File: config.mk
export PLATFORM = sky130hd
export DESIGN_NAME = rank_insert_arbiter
export DESIGN_NICKNAME = d
export VERILOG_FILES = /design/src/rtl/rank_insert_arbiter.sv
export SDC_FILE = /design/constraint.sdc
export NUM_CORES = 1
export LEC_CHECK = 0
export BUFFER_PORTS_ARGS = -buffer_cell sky130_fd_sc_hd__buf_2
export CAP_MARGIN = 5
export CORE_MARGIN = 2
export CORE_UTILIZATION = 51
export DETAILED_ROUTE_END_ITERATION = 8
export PLACE_DENSITY = 0.87
export SLEW_MARGIN = 0
export SYNTH_ARGS = -nofsm -noshare
export SYNTH_HDL_FRONTEND = slang
export SYNTH_SLANG_ARGS = --single-unit
File: constraint.sdc
create_clock -name clk -period 4.65 [get_ports clk]
set_input_delay 0.6975 -clock clk [delete_from_list [all_inputs] [get_ports clk]]
set_output_delay 0.6975 -clock clk [all_outputs]
set_load 0.02 [all_outputs]
File: src/rtl/rank_insert_arbiter.sv
// -----------------------------------------------------------------------------
// rank_insert_arbiter
//
// Purpose:
//   Shares the single insert interface of a WRR rank-computation module between
//   NUM_PORTS ingress requesters using round-robin arbitration. It also owns the
//   per-flow weight table, so the weight sent to the rank module comes from
//   that table and not from the requesters. The winning request is registered
//   for one cycle, and the rank module's insert port is driven from that
//   register (grant at t, insert at t+1).
//
// Ports:
//   clk, rst      clock, synchronous active-high reset
//   in_valid      per-port request valid
//   in_ready      per-port accept (combinational, one-hot or zero)
//   in_flowID     packed flowIDs, port p at [p*FLOW_ID_WIDTH +: FLOW_ID_WIDTH]
//   in_meta       packed metadata, same packing
//   cfg_wr_en     weight table write strobe
//   cfg_flowID    weight table index to write
//   cfg_weight    weight to write (0 is stored as 1)
//   rank_busy     rank module nearly-full; no grants while high
//   rank_insert   one-cycle insert pulse to the rank module
//   rank_flowID   flowID for the insert
//   rank_weight   weight looked up for the insert
//   rank_meta     metadata for the insert
//   drop_cnt      saturating count of requests dropped for an invalid flowID
// -----------------------------------------------------------------------------
module rank_insert_arbiter #(
    parameter int NUM_PORTS         = 4,
    parameter int FLOW_ID_WIDTH     = 16,
    parameter int FLOW_WEIGHT_WIDTH = 8,
    parameter int MAX_NUM_FLOWS     = 4,
    parameter int META_WIDTH        = 16,
    parameter int DROP_CNT_WIDTH    = 16
) (
    input  logic                                 clk,
    input  logic                                 rst,
    input  logic [NUM_PORTS-1:0]                 in_valid,
    output logic [NUM_PORTS-1:0]                 in_ready,
    input  logic [NUM_PORTS*FLOW_ID_WIDTH-1:0]   in_flowID,
    input  logic [NUM_PORTS*META_WIDTH-1:0]      in_meta,
    input  logic                                 cfg_wr_en,
    input  logic [FLOW_ID_WIDTH-1:0]             cfg_flowID,
    input  logic [FLOW_WEIGHT_WIDTH-1:0]         cfg_weight,
    input  logic                                 rank_busy,
    output logic                                 rank_insert,
    output logic [FLOW_ID_WIDTH-1:0]             rank_flowID,
    output logic [FLOW_WEIGHT_WIDTH-1:0]         rank_weight,
    output logic [META_WIDTH-1:0]                rank_meta,
    output logic [DROP_CNT_WIDTH-1:0]            drop_cnt
);

    localparam int PTR_W = $clog2(NUM_PORTS);
    localparam int TBL_W = (MAX_NUM_FLOWS > 1) ? $clog2(MAX_NUM_FLOWS) : 1;
    // One extra bit so MAX_NUM_FLOWS == 2**FLOW_ID_WIDTH still compares correctly.
    localparam logic [FLOW_ID_WIDTH:0]         MAX_FLOWS_EXT = (FLOW_ID_WIDTH+1)'(MAX_NUM_FLOWS);
    localparam logic [FLOW_WEIGHT_WIDTH-1:0]   WEIGHT_ONE    = FLOW_WEIGHT_WIDTH'(1);
    localparam logic [PTR_W:0]                 PORTS_EXT     = (PTR_W+1)'(NUM_PORTS);
    localparam logic [PTR_W-1:0]               LAST_PORT     = PTR_W'(NUM_PORTS-1);

    // -------------------------------------------------------------------------
    // State
    // -------------------------------------------------------------------------
    logic [PTR_W-1:0]             r_ptr;
    logic [FLOW_WEIGHT_WIDTH-1:0] r_table [MAX_NUM_FLOWS];
    logic                         r_insert;
    logic [FLOW_ID_WIDTH-1:0]     r_flowID;
    logic [FLOW_WEIGHT_WIDTH-1:0] r_weight;
    logic [META_WIDTH-1:0]        r_meta;
    logic [DROP_CNT_WIDTH-1:0]    r_drop_cnt;

    // -------------------------------------------------------------------------
    // Combinational
    // -------------------------------------------------------------------------
    logic [FLOW_ID_WIDTH-1:0]     w_flow_arr [NUM_PORTS];
    logic [META_WIDTH-1:0]        w_meta_arr [NUM_PORTS];
    logic [PTR_W:0]               w_scan;
    logic                         w_found;
    logic [PTR_W-1:0]             w_gnt_idx;
    logic                         w_grant;
    logic [FLOW_ID_WIDTH-1:0]     w_sel_flow;
    logic [META_WIDTH-1:0]        w_sel_meta;
    logic                         w_flow_ok;
    logic [TBL_W-1:0]             w_tbl_idx;
    logic [FLOW_WEIGHT_WIDTH-1:0] w_sel_weight;
    logic                         w_accept;
    logic                         w_drop;
    logic [FLOW_WEIGHT_WIDTH-1:0] w_cfg_weight;

    // Unpack the per-port buses and build the one-hot ready vector.
    generate
        for (genvar gi = 0; gi < NUM_PORTS; gi++) begin : g_port
            assign w_flow_arr[gi] = in_flowID[gi*FLOW_ID_WIDTH +: FLOW_ID_WIDTH];
            assign w_meta_arr[gi] = in_meta[gi*META_WIDTH +: META_WIDTH];
            assign in_ready[gi]   = w_grant && (w_gnt_idx == PTR_W'(gi));
        end
    endgenerate

    // Round-robin scan starting at r_ptr; first valid port wins. ptr and k are
    // both < NUM_PORTS, so a single conditional subtraction wraps the index.
    always_comb begin
        w_found   = 1'b0;
        w_gnt_idx = '0;
        w_scan    = '0;
        for (int k = 0; k < NUM_PORTS; k++) begin
            w_scan = {1'b0, r_ptr} + (PTR_W+1)'(k);
            if (w_scan >= PORTS_EXT) begin
                w_scan = w_scan - PORTS_EXT;
            end
            if (!w_found && in_valid[w_scan[PTR_W-1:0]]) begin
                w_found   = 1'b1;
                w_gnt_idx = w_scan[PTR_W-1:0];
            end
        end
    end

    // Reset also masks the grant so nothing is accepted while rst is high.
    assign w_grant    = w_found && !rank_busy && !rst;
    assign w_sel_flow = w_flow_arr[w_gnt_idx];
    assign w_sel_meta = w_meta_arr[w_gnt_idx];

    // Full-width range check: high flowID bits must not alias into the table.
    assign w_flow_ok    = ({1'b0, w_sel_flow} < MAX_FLOWS_EXT);
    assign w_tbl_idx    = w_sel_flow[TBL_W-1:0];
    // Table read happens before this cycle's config write lands, so a grant
    // coinciding with a write to the same flow sees the old weight.
    assign w_sel_weight = w_flow_ok ? r_table[w_tbl_idx] : WEIGHT_ONE;

    assign w_accept = w_grant && w_flow_ok;
    assign w_drop   = w_grant && !w_flow_ok;

    // Zero weight would starve a flow in the WRR; clamp to 1.
    assign w_cfg_weight = (cfg_weight == '0) ? WEIGHT_ONE : cfg_weight;

    // -------------------------------------------------------------------------
    // Round-robin pointer
    // -------------------------------------------------------------------------
    always_ff @(posedge clk) begin
        if (rst) begin
            r_ptr <= '0;
        end else if (w_grant) begin
            r_ptr <= (w_gnt_idx == LAST_PORT) ? '0 : (w_gnt_idx + PTR_W'(1));
        end
    end

    // -------------------------------------------------------------------------
    // Weight table (flops: needs reset-to-1 and a same-cycle read)
    // -------------------------------------------------------------------------
    always_ff @(posedge clk) begin
        if (rst) begin
            for (int i = 0; i < MAX_NUM_FLOWS; i++) begin
                r_table[i] <= WEIGHT_ONE;
            end
        end else if (cfg_wr_en) begin
            // Full-width match; out-of-range indices hit no entry.
            for (int i = 0; i < MAX_NUM_FLOWS; i++) begin
                if (cfg_flowID == FLOW_ID_WIDTH'(i)) begin
                    r_table[i] <= w_cfg_weight;
                end
            end
        end
    end

    // -------------------------------------------------------------------------
    // Insert register; data outputs hold when nothing is issued
    // -------------------------------------------------------------------------
    always_ff @(posedge clk) begin
        if (rst) begin
            r_insert <= 1'b0;
            r_flowID <= '0;
            r_weight <= '0;
            r_meta   <= '0;
        end else begin
            r_insert <= w_accept;
            if (w_accept) begin
                r_flowID <= w_sel_flow;
                r_weight <= w_sel_weight;
                r_meta   <= w_sel_meta;
            end
        end
    end

    always_ff @(posedge clk) begin
        if (rst) begin
            r_drop_cnt <= '0;
        end else if (w_drop && (r_drop_cnt != '1)) begin
            r_drop_cnt <= r_drop_cnt + DROP_CNT_WIDTH'(1);
        end
    end

    // Gating with rst kills an insert already registered when reset arrives.
    assign rank_insert = r_insert && !rst;
    assign rank_flowID = r_flowID;
    assign rank_weight = r_weight;
    assign rank_meta   = r_meta;
    assign drop_cnt    = r_drop_cnt;

endmodule

* Word-level counts from Yosys, hierarchy flattened
Memory sizes are Yosys's and may differ from the RTL's. A register that Yosys moved wholly into a read port is not among the register bits.
Cells that the tools add are included.
** Operators by class
- Add/sub/neg operators :: 9
- Multiply operators :: 0
- Divide/modulo/power cells :: 0
- Order comparisons :: 10
- Eq/ne operators :: 7
- Shift-type cells :: 0
- Muxes and demuxes :: 50
- Bitwise gates (word level) :: 5
- Reduce and logical (&&, ||, !) cells :: 22
** Operator list (count)
- binary-select mux 16 bit (select 2 bit) :: 2
- two-way mux 16 bit :: 4
- two-way mux 8 bit :: 5
- equality test 16 x 2 -> 1 bit (second input constant) :: 2
- two-way mux 1 bit :: 26
- two-way mux 2 bit :: 9
- adder 16 x 1 -> 16 bit (second input constant) :: 1
- equality test 16 x 1 -> 1 bit (second input constant) :: 1
- zero test 16 bit :: 1
- < comparator 16 x 3 -> 1 bit (second input constant) :: 1
- != test 16 bit (second input constant) :: 1
- logical AND 1 bit :: 13
- >= comparator 3 bit (second input constant) :: 4
- < comparator 2 x 3 -> 1 bit (second input constant) :: 4
- binary-select mux 1 bit (select 2 bit) :: 4
- zero test 8 bit :: 1
- subtractor 2 x 1 -> 2 bit (second input constant) :: 4
- adder 2 x 2 -> 3 bit (second input constant) :: 2
- zero test 1 bit :: 6
- equality test 2 bit (second input constant) :: 2
- OR 1 bit :: 4
- adder 2 x 1 -> 3 bit (second input constant) :: 1
- >= comparator 2 x 3 -> 1 bit (second input constant) :: 1
- inverter 2 -> 3 bit :: 1
- other kinds (3) :: 3
** Storage, ports and cells
- Bits in registers :: 51
- Bits in latches :: 0
- RAM bits :: 32
- ROM bits :: 0
- Input port bits :: 160
- Output and inout port bits :: 61
- Logic and storage cells :: 109
- Memories :: 1
** Memory list
- r_table :: depth 4, width 8, read ports 1, clocked after memory_dff 1, wr ports 4, line 65 : logic [FLOW_WEIGHT_WIDTH-1:0] r_table [MAX_NUM_FLOWS];

* Depth between registers and ports, before layout
Gate-level depths: netlist (run 1).
- Depth after elaboration :: 22
- Depth in mapped cells :: 11
- Depth with buffers taken out :: 8

* Worst setup path before layout (run 1)
Ideal clock, no wire load.
- Kind :: input-to-output
- From :: input port in_valid[2]
- To :: output port in_ready[1]
- Data arrival time :: 2206 ps
- Data required time :: 3953 ps
- Slack :: 1746 ps
- Cell stages on the path :: 7
- Path buffers :: 2
- Cells stage by stage :: inv_1 o22ai_1 a211oi_2 buf_2 buf_1 ha_1 and3_1
** On the way
- Cells in the longest elaborated chain, start to end :: 15
- Elaborated cells between the ends (all ways) :: 26
- Classes of those cells :: 1 x eq/ne; 16 x mux; 9 x reduce/logical
** RTL lines
- from (decl) :: line 38 : input logic [NUM_PORTS-1:0] in_valid,
- binary-select mux 1 bit (select 2 bit) :: line 110 : if (!w_found && in_valid[w_scan[PTR_W-1:0]]) begin
- two-way mux 1 bit (implied by the code) :: line 110
- two-way mux 1 bit :: line 110
- zero test 1 bit :: line 110
- logical AND 1 bit :: line 110
- two-way mux 1 bit :: line 110
- zero test 1 bit :: line 110
- logical AND 1 bit :: line 110
- two-way mux 1 bit :: line 110
- zero test 1 bit :: line 110
- logical AND 1 bit :: line 110
- two-way mux 1 bit :: line 110
- logical AND 1 bit (2 in a row) :: line 118 : assign w_grant = w_found && !rank_busy && !rst;
- logical AND 1 bit (*) :: line 95 : assign in_ready[gi] = w_grant && (w_gnt_idx == PTR_W'(gi));
- to (decl) :: line 39 : output logic [NUM_PORTS-1:0] in_ready,
Every way passes the cells marked *; elsewhere a longest branch is shown, timed or not. The select of a mux whose other input is x is not followed.

* Worst setup path after layout (run 1)
Ends and elaborated chain as after synthesis.

==> impl_results.md, run 1 <==
* Vias in the first global route at 4574
* HPWL Detailed at 10000 µm
* Flop-to-flop setup slack at 1.69 ns
* DIE WIDTH at 99.8 µm
* M3 GR Usage at 4.74%
* Post-Synthesis Cell Area at 0.00468 mm²
* Area grow syn2layout at 28.3%
* HP Start: rank_meta[11]$_SDFFE_PP0P_
* Synth area leaders: dfxtp_1 25%, edfxtp_1 21%, mux2i_1 7.9%, nand2_1 5.9%, and2_1 4.0%
* Tcrit/Tclk final at 69.3%
* H-tree depth at 3
* Initial antenna violation count at 0
* Fraction of registers with async set/reset at 0%
* R2R depth at 8
* CP top delay family: buffers and inverters
* Detailed Routing Iterations Pass 1 at 5
* Slowest CP cell: buf_4
* PostCTS Resize Cnt at 0
* Worst path cell trace: buf_2 > nor2b_1 > a211oi_4 > nor2_4 > buf_4 > inv_1 > ha_1 > and3_1 > buf_2
* GRT Total Usage at 26.6%
* # Max-Cap Violations at 0
* Synth top area share at 25.2%
* Mapped Avg Cell Area at 9.38 µm²
* Max clock buf depth at 2
* Most Used Layer, Global Route: met2
* Count of final setup violators at 0
* Setup CP Type: input pin to primary output
* Ant. Diodes at 0
* Synth warn at 0
* Synth top cells by count: 74 x nand2_1, 59 x dfxtp_1, 37 x mux2i_1
* Arrival time at the worst endpoint at 2.52 ns
* Startpoint Class: input pin
* Final hold viol count at 0
* CP max FO at 35
* Multi-input gate area at 0.00237 mm²
* Setup Fix Bufs, Post-CTS at 0
* Register area at 0.00214 mm²
* Peak VDD IR at 0.000151 V
* DRC at 0
* Top-count cell post-synth: nand2_1
* Root buf cell: clkbuf_8
* Die area at 0.00996 mm²
* EDFF count, synth at 32
* Met1 Use GR at 32.1%
* Reg2reg end: rank_weight[2]$_SDFFE_PP0P_
* GRT overflow at 0
* Final worst setup slack at 1.43 ns
* Worst Hold Path Cells at 2
* Wirelength per Cell at 16.4 µm
* # hold bufs at CTS at 0
* Worst-Skew Late Latency at 0.35 ns
* First-pass GRT wire length at 21300 µm
* Routed Antenna Nets at 0
* Routed WL at 13400 µm
* Slew Limit Fails at 0
* Number of fill cells at 685
* Relative slew margins at 17.1%
* Yosys cell types at 55
* DR vias/cell at 5.67
* Die Ht at 99.8 µm
* Min-Delay Path Class: register to register
* Cell mode on critical path: buf_2
* GP Congestion at 0.943
* Fmax at 311 MHz
* Prevailing post-synth register cell: dfxtp_1
* Clock sinks at 91
* Syn Nets at 664
* Required time of the critical path at 3.95 ns
* Port bufs at 220
* Minimum clock period at 3.22 ns
* CTS Buf Count at 9
* Hold EP: rank_meta[11]$_SDFFE_PP0P_
* RSZ-0062 raised after global routing: false
* Setup WS pre-CTS at 1.35 ns
* WP buf/inv at 4
* Flops & latches, synth at 91
* Share of layout cells above drive strength 1 at 36.5%
* DRT iter0 DRCs at 323
* Sequential fraction of the synthesis area at 45.8%
* Worst setup EP type: primary output
* Area leader, netlist: dfxtp_1
* Syn Inst Count at 499
* Via count at 4642
* CTS tree: yes
* I/O pins at 221
* Power Density at 285 mW/mm²
* Setup TNS at 0 ns
* Leakage power at 2.67 nW
* Starting density of the core at 53.2%
* Met2 Track Usage GR at 47.8%
* Nets at 870
* R2r startpoint: r_ptr[0]$_SDFFE_PP0P_
* Clock Pin Slew Worst Setup and Hold Paths at 0.09 ns
* # rows at 34
* CP max stage delay at 0.48 ns
* Largest net degree at the start of global routing at 49
* Status: finished, final reports clean
* Clock Skews at 0.00710 ns
* Core Area at 0.00881 mm²
* Least-Margin Pin Slew at 1.23 ns
==> per-layer routing <==
| metal | vias to the layer above | wire length (µm) |
|---|---|---|
| met5 | - | 0 |
| met4 | 0 | 297 |
| met3 | 31 | 958 |
| met2 | 217 | 6750 |
| met1 | 2151 | 5410 |
| li1 | 2243 | - |
==> how the worst max path moves through the flow <==
stage	startpoint	endpoint	slack [ns]	depth (start not counted)
floorplan	in_valid[2]	in_ready[1]	1.75	7
global placement	in_valid[2]	in_ready[1]	1.57	9
detailed placement	in_valid[1]	rank_weight[2]$_SDFFE_PP0P_	1.35	9
CTS	in_valid[2]	in_ready[1]	1.44	9
global route	in_valid[2]	in_ready[1]	1.31	9
finish	in_valid[2]	in_ready[1]	1.43	9
==> registers in the layout (all words and copies together), names as in the netlist <==
signal       count
r_table         32
rank_meta       16
rank_flowID     16
drop_cnt        16
r_insert         1
rank_weight      8
r_ptr            2
==> cell type report <==
| cell class | instances | share of cell area, % |
|---|---|---|
| multi-input combinational | 372 | 39.5 |
| inverter | 8 | 0.500 |
| clock inverter | 5 | 1.02 |
| clock buffer | 11 | 2.38 |
| sequential | 91 | 35.7 |
| timing repair buffer | 223 | 18.7 |
| tap | 108 | 2.25 |
==> cells in the final DEF (no fill, tap or decap), types with 2 or more instances in the layout <==
cell type	netlist	layout
buf_2	10	220
nand2_1	74	74
dfxtp_1	59	59
mux2i_1	37	37
edfxtp_1	32	32
and2_1	30	30
a21oi_1	29	29
and3_1	27	27
nand3_1	25	25
nor2_1	24	24
nor4_1	18	18
nand4_1	12	12
clkbuf_8	0	10
o21ai_0	9	8
a2111oi_0	8	8
inv_1	7	7
a211oi_1	7	7
or3_1	6	6
a2111oi_1	6	6
nand2b_1	5	5
nor2b_1	5	5
nor3_1	5	5
ha_1	5	5
o31ai_1	3	3
mux2_2	3	3
or4_1	3	3
o311ai_0	3	3
o41ai_1	3	3
buf_4	1	3
a211oi_4	1	2
o21ai_1	1	2
nor2_2	2	2
o21ai_2	2	2
a2111oi_2	2	2
clkinv_4	0	2
==> tightest hold or removal path, cell delays in order, from the launching register on <==
cell and delay (ns):
dfxtp_1 0.32, nand2_1 0.05, a21oi_1 0.05
==> cell families after synthesis <==
kind of cell | count (synthesis) | share of synthesized area (%)
XOR/XNOR | 1 | 0.187
adder cells (fa/ha/maj) | 5 | 1.34
multiplexers | 41 | 8.93
flip-flops | 91 | 45.8
AO/OA/AOI/OAI | 86 | 13.7
AND/OR/NAND/NOR | 239 | 26.3
buffers and inverters | 36 | 3.77
==> power by group <==
part | leakage [nW] | switching, mW | internal (mW) | total, mW
combinational | 1.78 | 0.184 | 0.127 | 0.311
clock | 0.107 | 0.279 | 0.269 | 0.548
sequential | 0.782 | 0.0109 | 0.839 | 0.850
total | 2.67 | 0.474 | 1.23 | 1.71
==> metrics by stage <==
stage                     util, %  hold slack (ns)  cells  area [µm²]  power [mW]
after detailed placement     65.9            0.443    802        5800        1.18
after global routing         68.2            0.471    818        6000        1.79
final                        68.2            0.453    818        6000        1.71
after floorplan                 -            0.501    499        4680        1.06
after CTS                    68.2            0.456    818        6000        1.72
after global placement       65.9            0.439    802        5800        1.16
No activity file was read; power rests on OpenSTA's default activity.
==> run 2: changes to the inputs <==
--- a/config.mk
+++ b/config.mk
@@ -8,9 +8,9 @@
 export BUFFER_PORTS_ARGS = -buffer_cell sky130_fd_sc_hd__buf_2
 export CAP_MARGIN = 5
 export CORE_MARGIN = 2
-export CORE_UTILIZATION = 51
+export CORE_UTILIZATION = 42
 export DETAILED_ROUTE_END_ITERATION = 8
-export PLACE_DENSITY = 0.87
+export PLACE_DENSITY = 0.76
 export SLEW_MARGIN = 0
 export SYNTH_ARGS = -nofsm -noshare
 export SYNTH_HDL_FRONTEND = slang
==> constraint.sdc (replaced) <==
create_clock -name clk -period 2.65 [get_ports clk]
set_input_delay 0.3975 -clock clk [delete_from_list [all_inputs] [get_ports clk]]
set_output_delay 0.3975 -clock clk [all_outputs]
set_load 0.02 [all_outputs]
==> run 2 against run 1 <==
Net effect: clock power up 84%; clock-buffer cell count up 1; flip-flop and latch count unchanged; via count is 1.0% higher; hold slack got worse by 0.11 ns; setup slack worse by 1.3 ns; combinational power rose by 88%; total power rose by 80%; cell count is 6.4% higher; wire length rose by 3.5%; utilization decreased by 11 points; critical path type is now register to primary output; critical endpoint is now in_ready[2]; highest routed layer unchanged.
==> impl_results.md, run 2 (synthesized netlist as in run 1, its figures left out) <==
* Status: finished, final reports clean
* HPWL Detailed at 10800 µm
* Comb pwr share at 19.0%
* Peak VDD IR at 0.000260 V
* Most frequent cells in the layout: 220 x buf_2, 74 x nand2_1, 58 x dfxtp_1
* Clock Skews at 0.0120 ns
* Count of final setup violators at 0
* Reg power frac at 48.4%
* Register area at 0.00214 mm²
* Worst-Skew Late Latency at 0.36 ns
* Number of fill cells at 947
* # hold bufs at CTS at 0
* Power Density at 496 mW/mm²
* CP max stage delay at 0.39 ns
* Multi-input gate area at 0.00238 mm²
* Required time of the critical path at 2.25 ns
* CTS Buf Count at 9
* Minimum clock period at 2.52 ns
* DRC at 0
* Inst Count DP at 852
* # rows at 38
* First-pass GRT wire length at 21200 µm
* Area grow syn2layout at 32.7%
* Initial antenna violation count at 0
* Largest net degree at the start of global routing at 43
* DIE WIDTH at 110 µm
* Leakage power at 2.76 nW
* Net Sw Frac at 26.7%
* Port bufs at 220
* Wirelength per Cell at 16.0 µm
* WP buf/inv at 3
* Startpoint Class: register
* CTS tree: yes
* Min-Delay Path Class: input pin to register
* Starting density of the core at 43.2%
* Clock Pin Slew Worst Setup and Hold Paths at 0.09 ns
* Clock sinks at 91
* Cell Count, Final, Fillers Out at 870
* Setup CP Type: register to primary output
* DP Area at 0.00598 mm²
* Via count at 4690
* Vias in the first global route at 4531
* DR vias/cell at 5.39
* Fmax at 398 MHz
* Ant. Diodes at 0
* Clock power frac at 32.7%
* CP max FO at 19
* I/O pins at 221
* Share of layout cells above drive strength 1 at 37.9%
* Worst path cell trace: nand2b_1 > a21oi_1 > a211oi_4 > inv_2 > buf_4 > ha_1 > and3_1 > buf_2
* Routed WL at 13900 µm
* Relative slew margins at 66.5%
* DRT iter0 DRCs at 316
* GP Congestion at 0.830
* Final hold viol count at 0
* Root buf cell: clkbuf_8
* Arrival time at the worst endpoint at 2.12 ns
* GRT Total Usage at 22.8%
* H-tree depth at 3
* Cell-internal power at 2.26 mW
* Tcrit/Tclk final at 94.9%
* Detailed Routing Iterations Pass 1 at 5
* Max reg flops at 32
* Die Ht at 110 µm
* Biggest register: r_table
* Die area at 0.0120 mm²
* Setup TNS at 0 ns
* Least-Margin Pin Slew at 0.502 ns
* RSZ-0062 raised after global routing: false
* Max clock buf depth at 2
* GRT overflow at 0
* Worst setup EP type: primary output
* Nets at 890
* Slew Limit Fails at 0
* Design Area, Final at 0.00621 mm²
* Sw Pwr at 0.823 mW
* Routed Antenna Nets at 0
* # Max-Cap Violations at 0
* CP top delay family: buffers and inverters
* Core Area at 0.0108 mm²
* Commonest non-fill, non-tap cell in the layout: buf_2
* Slowest CP cell: dfxtp_1
run 2: layout make-up:
cell class / count / share of cell area, %
timing repair buffer: 243 / 20.5
sequential: 91 / 34.5
clock buffer: 12 / 2.18
clock inverter: 4 / 1.21
inverter: 8 / 0.483
multi-input combinational: 372 / 38.3
tap: 140 / 2.82
run 2: timing repair:
action	CTS	global route
resized for setup	0	2
setup endpoints to repair	0	15
setup buffers	0	2
run 2: metrics by stage:
stage / utilization (%) / hold slack, ns / setup WS, ns / power (mW)
after floorplan: - / 0.501 / 0.346 / 1.86
after global placement: 55.1 / 0.441 / 0.179 / 2.07
after detailed placement: 55.1 / 0.444 / 0.00170 / 2.10
after CTS: 57.1 / 0.329 / 0.0180 / 3.10
after global routing: 57.3 / 0.350 / 0.0457 / 3.23
final: 57.3 / 0.343 / 0.134 / 3.08
run 2: power groups by stage:
stage / clock [mW] / sequential (mW) / combinational, mW
floorplan: 0 / 1.52 / 0.340
global placement: 0 / 1.52 / 0.553
detailed placement: 0 / 1.52 / 0.574
CTS: 1.04 / 1.49 / 0.575
global route: 1.10 / 1.50 / 0.642
finish: 1.01 / 1.49 / 0.585
run 2: worst paths after layout:
kind                         startpoint                          end  slack, ns  cells after the start
max               r_ptr[0]$_SDFFE_PP0P_                  in_ready[2]       0.13                      8
min                       cfg_weight[0]  r_table[2][0]$_SDFFCE_PN1P_       0.34                      3
max reg2reg       r_ptr[1]$_SDFFE_PP0P_     drop_cnt[7]$_SDFFE_PP0P_       0.26                      8
min reg2reg  rank_meta[13]$_SDFFE_PP0P_   rank_meta[13]$_SDFFE_PP0P_       0.46                      2
run 2: worst reg2reg max path: stages, from the launching register on:
cell and delay, ns:
dfxtp_2 0.40, nand2_1 0.14, a211oi_4 0.36, nor3_1 0.15, o21ai_2 0.26, nand4_4 0.25, buf_4 0.25, o311ai_0 0.32
o41ai_1 0.14
run 2: layer usage:
metal / GRT usage (%) / wire length (µm)
met2: 42.5 / 6980
met1: 25.6 / 5580
met3: 3.50 / 978
met4: 9.76 / 349
met5: 0 / 0
